## config.mk

```make
export PLATFORM = sky130hd
export DESIGN_NAME = mux_rr_arbiter
export DESIGN_NICKNAME = d
export VERILOG_FILES = /design/src/rtl/mux_rr_arbiter.sv
export SDC_FILE = /design/constraint.sdc
export NUM_CORES = 1
export LEC_CHECK = 0
export BUFFER_PORTS_ARGS = -buffer_cell sky130_fd_sc_hd__buf_2
export CAP_MARGIN = 20
export CORE_MARGIN = 1
export CORE_UTILIZATION = 47
export DETAILED_ROUTE_END_ITERATION = 6
export GPL_ROUTABILITY_DRIVEN = 0
export PLACE_DENSITY = 0.83
export SLEW_MARGIN = 20
export SYNTH_ARGS = -nofsm -noshare
export SYNTH_HDL_FRONTEND = slang
export SYNTH_SLANG_ARGS = --single-unit
```

## constraint.sdc

```tcl
create_clock -name clk -period 2.3 [get_ports clk]
set_clock_uncertainty 0.1 [all_clocks]
set_input_delay 0.115 -clock clk [delete_from_list [all_inputs] [get_ports clk]]
set_output_delay 0.115 -clock clk [all_outputs]
set_load 0.01 [all_outputs]
```

## src/rtl/mux_rr_arbiter.sv

```systemverilog
// Round-robin arbiter for the shared 2:1 data mux: grants one requester lane at a time,
// drives the mux select and registers the chosen lane onto a valid/ready output.
module mux_rr_arbiter #(
    parameter int WIDTH    = 1,
    parameter int HOLD_MAX = 4
) (
    input  logic               clk,
    input  logic               reset,
    input  logic [1:0]         req,
    input  logic [2*WIDTH-1:0] data_in,
    input  logic               out_ready,
    output logic [1:0]         grant,
    output logic               sel,
    output logic [WIDTH-1:0]   data_out,
    output logic               valid_out,
    output logic [1:0]         state_dbg
);

    localparam int CW = $clog2(HOLD_MAX + 1);

    typedef enum logic [1:0] {
        IDLE   = 2'd0,
        GRANT0 = 2'd1,
        GRANT1 = 2'd2
    } state_t;

    state_t           state_q;
    logic             last_q;
    logic [CW-1:0]    cnt_q;
    logic [CW-1:0]    cnt_d;
    logic             sel_q;
    logic [WIDTH-1:0] data_q;
    logic             valid_q;

    logic             space;
    logic             accept;
    logic             cur_lane;
    logic             other_lane;
    logic             leave;
    logic [WIDTH-1:0] lane_data;

    // Handshake: requester i transfers when grant[i] & req[i]; downstream consumes
    // data_out when valid_out & out_ready. The output slot is free when empty or draining.
    assign space      = !valid_q || out_ready;
    assign grant[0]   = (state_q == GRANT0) && space;
    assign grant[1]   = (state_q == GRANT1) && space;
    assign accept     = |(req & grant);
    assign cur_lane   = (state_q == GRANT1);
    assign other_lane = !cur_lane;
    assign cnt_d      = cnt_q + CW'(accept);
    assign leave      = !req[cur_lane] || (cnt_d == CW'(HOLD_MAX));
    assign lane_data  = cur_lane ? data_in[WIDTH +: WIDTH] : data_in[0 +: WIDTH];

    assign sel       = sel_q;
    assign data_out  = data_q;
    assign valid_out = valid_q;
    assign state_dbg = state_q;

    always_ff @(posedge clk or posedge reset) begin
        if (reset) begin
            state_q <= IDLE;
            last_q  <= 1'b1;
            cnt_q   <= '0;
            sel_q   <= 1'b0;
        end else begin
            case (state_q)
                IDLE: begin
                    case (req)
                        2'b01: begin
                            state_q <= GRANT0;
                            sel_q   <= 1'b0;
                        end
                        2'b10: begin
                            state_q <= GRANT1;
                            sel_q   <= 1'b1;
                        end
                        2'b11: begin
                            state_q <= last_q ? GRANT0 : GRANT1;
                            sel_q   <= !last_q;
                        end
                        default: state_q <= IDLE;
                    endcase
                end
                GRANT0, GRANT1: begin
                    if (leave) begin
                        last_q <= cur_lane;
                        cnt_q  <= '0;
                        // Switch is decided alongside the final accept, so no bubble.
                        if (req[other_lane]) begin
                            state_q <= other_lane ? GRANT1 : GRANT0;
                            sel_q   <= other_lane;
                        end else if (req[cur_lane]) begin
                            state_q <= state_q;
                            sel_q   <= cur_lane;
                        end else begin
                            state_q <= IDLE;
                        end
                    end else begin
                        cnt_q <= cnt_d;
                    end
                end
                default: begin
                    state_q <= IDLE;
                    cnt_q   <= '0;
                end
            endcase
        end
    end

    always_ff @(posedge clk or posedge reset) begin
        if (reset) begin
            data_q  <= '0;
            valid_q <= 1'b0;
        end else if (accept) begin
            data_q  <= lane_data;
            valid_q <= 1'b1;
        end else if (valid_q && out_ready) begin
            valid_q <= 1'b0;
        end
    end

endmodule
```

==> results of run 1 <==
[metrics by stage]
step | cell area [sq um] | util [%] | cells | TNS, ns | total power, uW
after CTS | 891 | 66.0 | 113 | 0 | 940
after detailed placement | 840 | 62.2 | 106 | -0.0593 | 787
after global routing | 955 | 70.7 | 115 | -0.133 | 1070
final | 955 | 70.7 | 115 | 0 | 988
after floorplan | 744 | - | 77 | -0.310 | 629
after global placement | 840 | 62.2 | 106 | 0 | 755
[area by class of cell]
cell class,count,area (sq um)
clock buffers,4,26.3
fillers,106,395
inverters,6,22.5
multi-input cells,59,526
flip-flops and latches,9,226
well taps,15,18.8
repair buffers,22,135
[worst register-to-register path: stages, from the launching register on]
cell and delay (ns):
dfrtp_1 0.43, inv_2 0.08, ha_4 0.17, a22oi_2 0.20, nor2b_2 0.07, ha_2 0.19
ha_4 0.18, xnor2_4 0.14, a2111oi_4 0.21, nor2_2 0.09, mux2_1 0.33
[what timing repair did]
action,4_1_cts,5_1_grt
gates resized for setup,1,7
endpoints found under the setup margin,2,3
hold endpoints to repair,8,0
buffers inserted,2,2
hold buffers,1,0
pin swaps,2,1
[per-layer routing]
metal	wire length (um)	share of wire (%)	GRT usage [%]
met1	732	42	25.0
met2	887	51	44.0
met3	72	4.1	4.89
met4	46	2.6	15.0
met5	0	0	0
[how the worst max path moves through the flow]
stage	to	depth (start not counted)	slack, ns
2_1_floorplan	state_dbg[1]	11	-0.11
3_3_place_gp	state_dbg[0]	10	0.05
3_5_place_dp	state_dbg[0]	10	-0.03
4_1_cts	state_dbg[0]	10	0.01
5_1_grt	state_dbg[0]	10	-0.05
6_report	state_dbg[0]	10	0.005
[flip-flops by register name, indices dropped and copies added, names as in the netlist]
name,flops
valid_out,1
state_dbg,2
cnt_q,3
last_q,1
sel,1
data_out,1
[Yosys cell counts]
cell	n	area share, %
a2111oi_2	1	2.1
a211oi_1	1	1.1
a21o_2	1	1.3
a21oi_1	2	1.4
a221oi_1	1	1.3
a22oi_1	1	1.1
a31oi_1	2	1.8
and2_1	2	1.8
buf_2	1	0.71
clkbuf_1	2	1.1
dfrtp_1	8	29
dfstp_2	1	3.8
ha_1	9	16
inv_1	6	3.2
mux2_1	3	4.8
mux2i_1	1	1.4
nand2_1	5	2.7
nand2_2	1	0.89
nand2b_1	4	3.6
nand3_1	4	2.9
nand3b_1	1	1.1
nand4_1	1	0.89
nor2_1	4	2.1
nor2b_1	2	1.8
nor3_1	2	1.4
o211ai_1	2	2.1
o211ai_2	1	1.8
o21a_1	1	1.1
o21ai_0	3	2.1
o21ai_1	1	0.71
or2b_1	2	2.1
xnor2_1	1	1.3
[layout by cell type (no fill, tap or decap), types with 2 or more instances in the layout]
| master | netlist | routed |
|---|---|---|
| ha_4 | 0 | 3 |
| inv_2 | 0 | 2 |
| a31oi_1 | 2 | 2 |
| or2b_1 | 2 | 2 |
| clkbuf_4 | 0 | 3 |
| ha_1 | 9 | 5 |
| o21ai_0 | 3 | 3 |
| o211ai_1 | 2 | 2 |
| buf_4 | 0 | 8 |
| nor2_1 | 4 | 3 |
| mux2_1 | 3 | 3 |
| and2_1 | 2 | 2 |
| inv_1 | 6 | 4 |
| nand2b_1 | 4 | 4 |
| nand2_1 | 5 | 5 |
| nand3_1 | 4 | 4 |
| dfrtp_1 | 8 | 8 |
| buf_2 | 1 | 13 |
| a21oi_1 | 2 | 2 |
[power breakdown]
part / switching [uW] / leakage, uW / internal [uW]
Clock: 63.3 / 0.0000150 / 67.2
Sequential: 44.4 / 0.000114 / 221
Combinational: 321 / 0.000306 / 271
[cells by family after synthesis]
group | Yosys count | share of synthesized area [%]
flip-flops | 9 | 32.3
XOR/XNOR | 1 | 1.25
AND/OR/NAND/NOR | 28 | 21.2
buffers and inverters | 9 | 5.00
adder cells (fa/ha/maj) | 9 | 16.1
AO/OA/AOI/OAI | 17 | 17.9
multiplexers | 4 | 6.25
==> impl_summary.txt, run 1 <==
----------------------------------------------------
[Synthesis]
  Share of synthesized area occupied by flip-flops and latches ... 32.3%
  Post-synthesis cell area ... 701 sq um
  Number of synthesized register bits ... 9
  Count of synthesis-stage warnings from yosys ... 0
  Instance count of the mapped netlist ... 77
  Avg Cell Area, Syn ... 9.10 sq um
  Number of unique standard cell types used by synthesis ... 32
  Number of nets in the synthesized netlist ... 93

[Setup path]
  Critical Path End Type ... register
  Top Family by Delay on Critical Path ... adder cells
  Critical R2R Capture ... state_dbg[0]
  Register-to-register setup slack ... 0.005 ns
  Crit path largest cell delay ... 0.43 ns
  Cell count of the worst reg-to-reg path ... 10
  Crit path DAT ... 2.35 ns
  Most numerous cell on the critical path ... ha_4
  Timing startpoint of the critical path ... state_dbg[0]
  Cells along the critical path ... inv_2 -> ha_4 -> a22oi_2 -> nor2b_2 -> ha_2 -> ha_4 -> xnor2_4 -> a2111oi_4 -> nor2_2 -> mux2_1
  FF-to-FF Start ... state_dbg[0]
  Startpoint kind of the worst setup timing path ... register
  Sum of buffers and inverters on the critical path ... 1
  Required time of the worst setup path ... 2.36 ns
  Highest-delay cell along the critical path ... dfrtp_1
  Biggest fanout along the worst timing path ... 3
  Worst Path Class, Setup ... reg2reg

[Clocking]
  Clock tree from TritonCTS ... built
  Root Driver ... clkbuf_4
  CTS max path bufs ... 2
  Clock transition time at the flip-flop clock pins of the worst setup and hold paths ... 0.07 ns
  Number of buffers inserted during clock tree synthesis ... 3
  Clock H-tree levels ... 1
  CTS Sinks ... 9
  Later-pin clock latency in the skew report ... 0.27 ns

[Drt]
  Initial DRC count ... 14
  Vias after detailed routing ... 668
  Via/cell ratio ... 5.81
  Average wire length per cell after detail routing ... 15.1 um
  Count of unresolved DRC violations after routing ... 0
  Total iterations of the first detailed-routing run ... 4
  Post-detailed-route count of antenna-violating nets ... 0
  Total wirelength of the detailed-routed design ... 1740 um

[Die]
  Die footprint ... 1650 sq um
  Starting utilization of the core area ... 51.9%
  Die span in x ... 40.6 um
  Die extent in y ... 40.6 um
  Core area ... 1350 sq um
  I/O pins ... 14
  Rows ... 13

[Power]
  Static leakage ... 0.000435 uW
  Peak ir drop on the vdd network ... 550 uV
  Power density over the cells ... 1040 nW/um^2

[Place]
  Detail Placement HPWL ... 1270 um
  Port buffer count ... 13
  Worst slack after detailed placement ... -0.0332 ns

[Timing]
  Minimum clock period after layout ... 2.30 ns
  Final worst setup slack ... 0.00477 ns
  Worst Hold Margin ... 0.0750 ns
  Share of the clock period used by the worst path ... 99.8%
  Endpoints failing setup ... 0
  Maximum clock rate ... 436 MHz
  Worst-Margin Slew ... 0.371 ns
  RSZ-0062 raised after global routing ... true
  Number of pins exceeding their max-slew limit in the final report ... 0
  Worst relative slew slack ... 75.3%
  Number of hold violations in the final report ... 0

[Global route]
  Overflow after GRT ... 0
  Largest net degree at the start of global routing ... 12
  Vias in the first global route ... 590
  Total Routing Usage GR ... 24.2%
  First-pass GRT wire length ... 2510 um
  Antenna violations before repair ... 0

[Final layout]
  Area added between synthesis and finish ... 36.3%
  Ratio of cells with drive above 1 in the final layout ... 40.0%
  Final net count ... 117
  Antenna diode count ... 0

[Run]
  MaxCap Viol Count ... 0

[Hold path]
  Start point of the worst hold path ... out_ready
  End of the worst hold path ... valid_out
  Type of the tightest min-delay check ... in2reg
  Worst hold path depth ... 3

[Outcome]
  Outcome ... finished clean

----------------------------------------------------
Power figures use the tool's default switching activity.
==> inputs of run 2 (changes only) <==
- BUFFER_PORTS_ARGS: -buffer_cell sky130_fd_sc_hd__buf_2 -> -buffer_cell sky130_fd_sc_hd__buf_4
==> impl_summary.txt, run 2 (synthesis gave the netlist of run 1 again) <==
----------------------------------------------------
[Place]
  Cell Count Post-Placement ... 107 (was 106)
  Detail Placement HPWL ... 1130 um (was 1270 um)
  Port buffer count ... 13 (unchanged)

[Hold path]
  Type of the tightest min-delay check ... in2reg (unchanged)

[Clocking]
  Later-pin clock latency in the skew report ... 0.26 ns (was 0.27 ns)
  Clock tree from TritonCTS ... built (unchanged)
  Number of buffers inserted during clock tree synthesis ... 3 (unchanged)
  Root Driver ... clkbuf_4 (unchanged)
  Clock H-tree levels ... 1 (unchanged)
  CTS Sinks ... 9 (unchanged)
  CTS max path bufs ... 2 (unchanged)
  Clock transition time at the flip-flop clock pins of the worst setup and hold paths ... 0.06 ns (was 0.07 ns)

[Die]
  Starting utilization of the core area ... 51.9% (unchanged)
  Die footprint ... 1650 sq um (unchanged)
  Die span in x ... 40.6 um (unchanged)
  I/O pins ... 14 (unchanged)
  Core area ... 1350 sq um (unchanged)
  Die extent in y ... 40.6 um (unchanged)
  Rows ... 13 (unchanged)

[Final layout]
  Non-Filler Instances ... 116 (was 115)
  Most common cell after layout, fill and taps aside ... buf_4 (was buf_2)
  Area added between synthesis and finish ... 39.1% (was 36.3%)
  Flip-flop count of the largest register, all copies and words added ... 3 (unchanged)
  Commonest cells after routing, fill and taps aside ... 22 x buf_4, 7 x dfrtp_1, 5 x nand2_1, 5 x ha_1 (was 13 x buf_2, 8 x dfrtp_1, 8 x buf_4)
  Register ranked first by flip-flop count ... cnt_q (unchanged)
  Antenna diode count ... 0 (unchanged)
  Final net count ... 118 (was 117)
  Ratio of cells with drive above 1 in the final layout ... 41.6% (was 40.0%)
  Number of filler cells placed in the layout ... 89 (was 106)

[Setup path]
  Required time of the worst setup path ... 2.35 ns (was 2.36 ns)
  Worst Path Class, Setup ... reg2reg (unchanged)
  Register-to-register setup slack ... 0.001 ns (was 0.005 ns)
  Biggest fanout along the worst timing path ... 4 (was 3)
  Crit path DAT ... 2.35 ns (about the same)
  Critical Path End Type ... register (unchanged)
  Startpoint kind of the worst setup timing path ... register (unchanged)

[Global route]
  Met1 GRT Util ... 25.8% (was 25.0%)
  Overflow after GRT ... 0 (unchanged)
  Antenna violations before repair ... 0 (unchanged)
  First-pass GRT wire length ... 2460 um (was 2510 um)
  Vias in the first global route ... 612 (was 590)
  Largest net degree at the start of global routing ... 12 (unchanged)
  Total Routing Usage GR ... 23.2% (was 24.2%)
  Met2 GRT Util ... 42.1% (was 44.0%)
  GR Layer Usage met3 ... 8.15% (was 4.89%)
  Grt peak-use layer ... met2 (unchanged)

[Drt]
  Via/cell ratio ... 5.58 (was 5.81)
  Initial DRC count ... 16 (was 14)
  Count of unresolved DRC violations after routing ... 0 (unchanged)
  Vias after detailed routing ... 647 (was 668)
  Post-detailed-route count of antenna-violating nets ... 0 (unchanged)
  Total iterations of the first detailed-routing run ... 4 (unchanged)
  Total wirelength of the detailed-routed design ... 1620 um (was 1740 um)
  Average wire length per cell after detail routing ... 14.0 um (was 15.1 um)

[Timing]
  Maximum clock rate ... 435 MHz (was 436 MHz)
  RSZ-0062 raised after global routing ... true (unchanged)
  Worst relative slew slack ... 76.7% (was 75.3%)
  Worst-Margin Slew ... 0.348 ns (was 0.371 ns)
  Minimum clock period after layout ... 2.30 ns (about the same)
  Worst Hold Margin ... 0.0611 ns (was 0.0750 ns)
  Share of the clock period used by the worst path ... 99.9% (was 99.8%)
  Endpoints failing setup ... 0 (unchanged)
  Number of hold violations in the final report ... 0 (unchanged)
  Number of pins exceeding their max-slew limit in the final report ... 0 (unchanged)

[Power]
  Peak ir drop on the vdd network ... 528 uV (was 550 uV)
  Power density over the cells ... 1030 nW/um^2 (was 1040 nW/um^2)
  Post-layout power ... 1010 uW (was 988 uW)
  Static leakage ... 0.000443 uW (was 0.000435 uW)

[Run]
  MaxCap Viol Count ... 0 (unchanged)

[Outcome]
  Outcome ... finished clean (unchanged)

----------------------------------------------------
-- run 2: cell type report --
cell class	instances	area, sq um	area share (%)
Timing Repair Buffer	23	175	18.0
Inverter	6	22.5	2.31
Multi-Input combinational cell	59	504	51.7
Tap cell	15	18.8	1.93
Sequential cell	9	228	23.4
Clock buffer	4	26.3	2.70
-- run 2: critical path, stage by stage (launching register included) --
cell and delay [ns]:
dfrtp_1 0.42, inv_2 0.07, ha_4 0.16, a22oi_2 0.19, nor2b_2 0.07, ha_2 0.18
ha_4 0.18, xnor2_4 0.13, a2111oi_2 0.22, nor2_1 0.12, mux2_1 0.33
-- run 2: power by group --
part / internal (uW) / switching [uW] / total (uW)
clock network: 66.8 / 55.2 / 122
registers: 223 / 45.0 / 268
logic: 311 / 306 / 616
-- run 2: through the flow --
stage / instance area [sq um] / utilization [%] / worst slack [ns] / setup TNS (ns)
final: 975 / 72.2 / 0.00129 / 0
after global routing: 975 / 72.2 / -0.0885 / -0.324
after CTS: 947 / 70.2 / -0.00804 / -0.00804
after detailed placement: 880 / 65.2 / -0.0690 / -0.131
after global placement: 880 / 65.2 / 0.0270 / 0
after floorplan: 744 / - / -0.109 / -0.310
-- run 2: path summary, 6_finish.rpt --
path,end,startpoint,cells past startpoint
min reg2reg,sel,sel,1
max reg2reg,state_dbg[0],state_dbg[0],10
min in group asynchronous,valid_out,reset,3
max in group asynchronous,last_q,reset,3
min,valid_out,req[0],3
max,state_dbg[0],state_dbg[0],10
-- run 2: what timing repair did --
action | in CTS | in global routing
endpoints found under the setup margin | 3 | 5
hold buffers | 1 | 0
pin swaps | 2 | 3
buffers inserted | 2 | 2
gates resized for setup | 4 | 3
endpoints found under the hold margin | 8 | 0
-- run 2: layer usage --
metal	wire, um	vias up
li1	-	321
met1	709	314
met2	863	12
met3	51	0
met4	0	0
met5	0	-
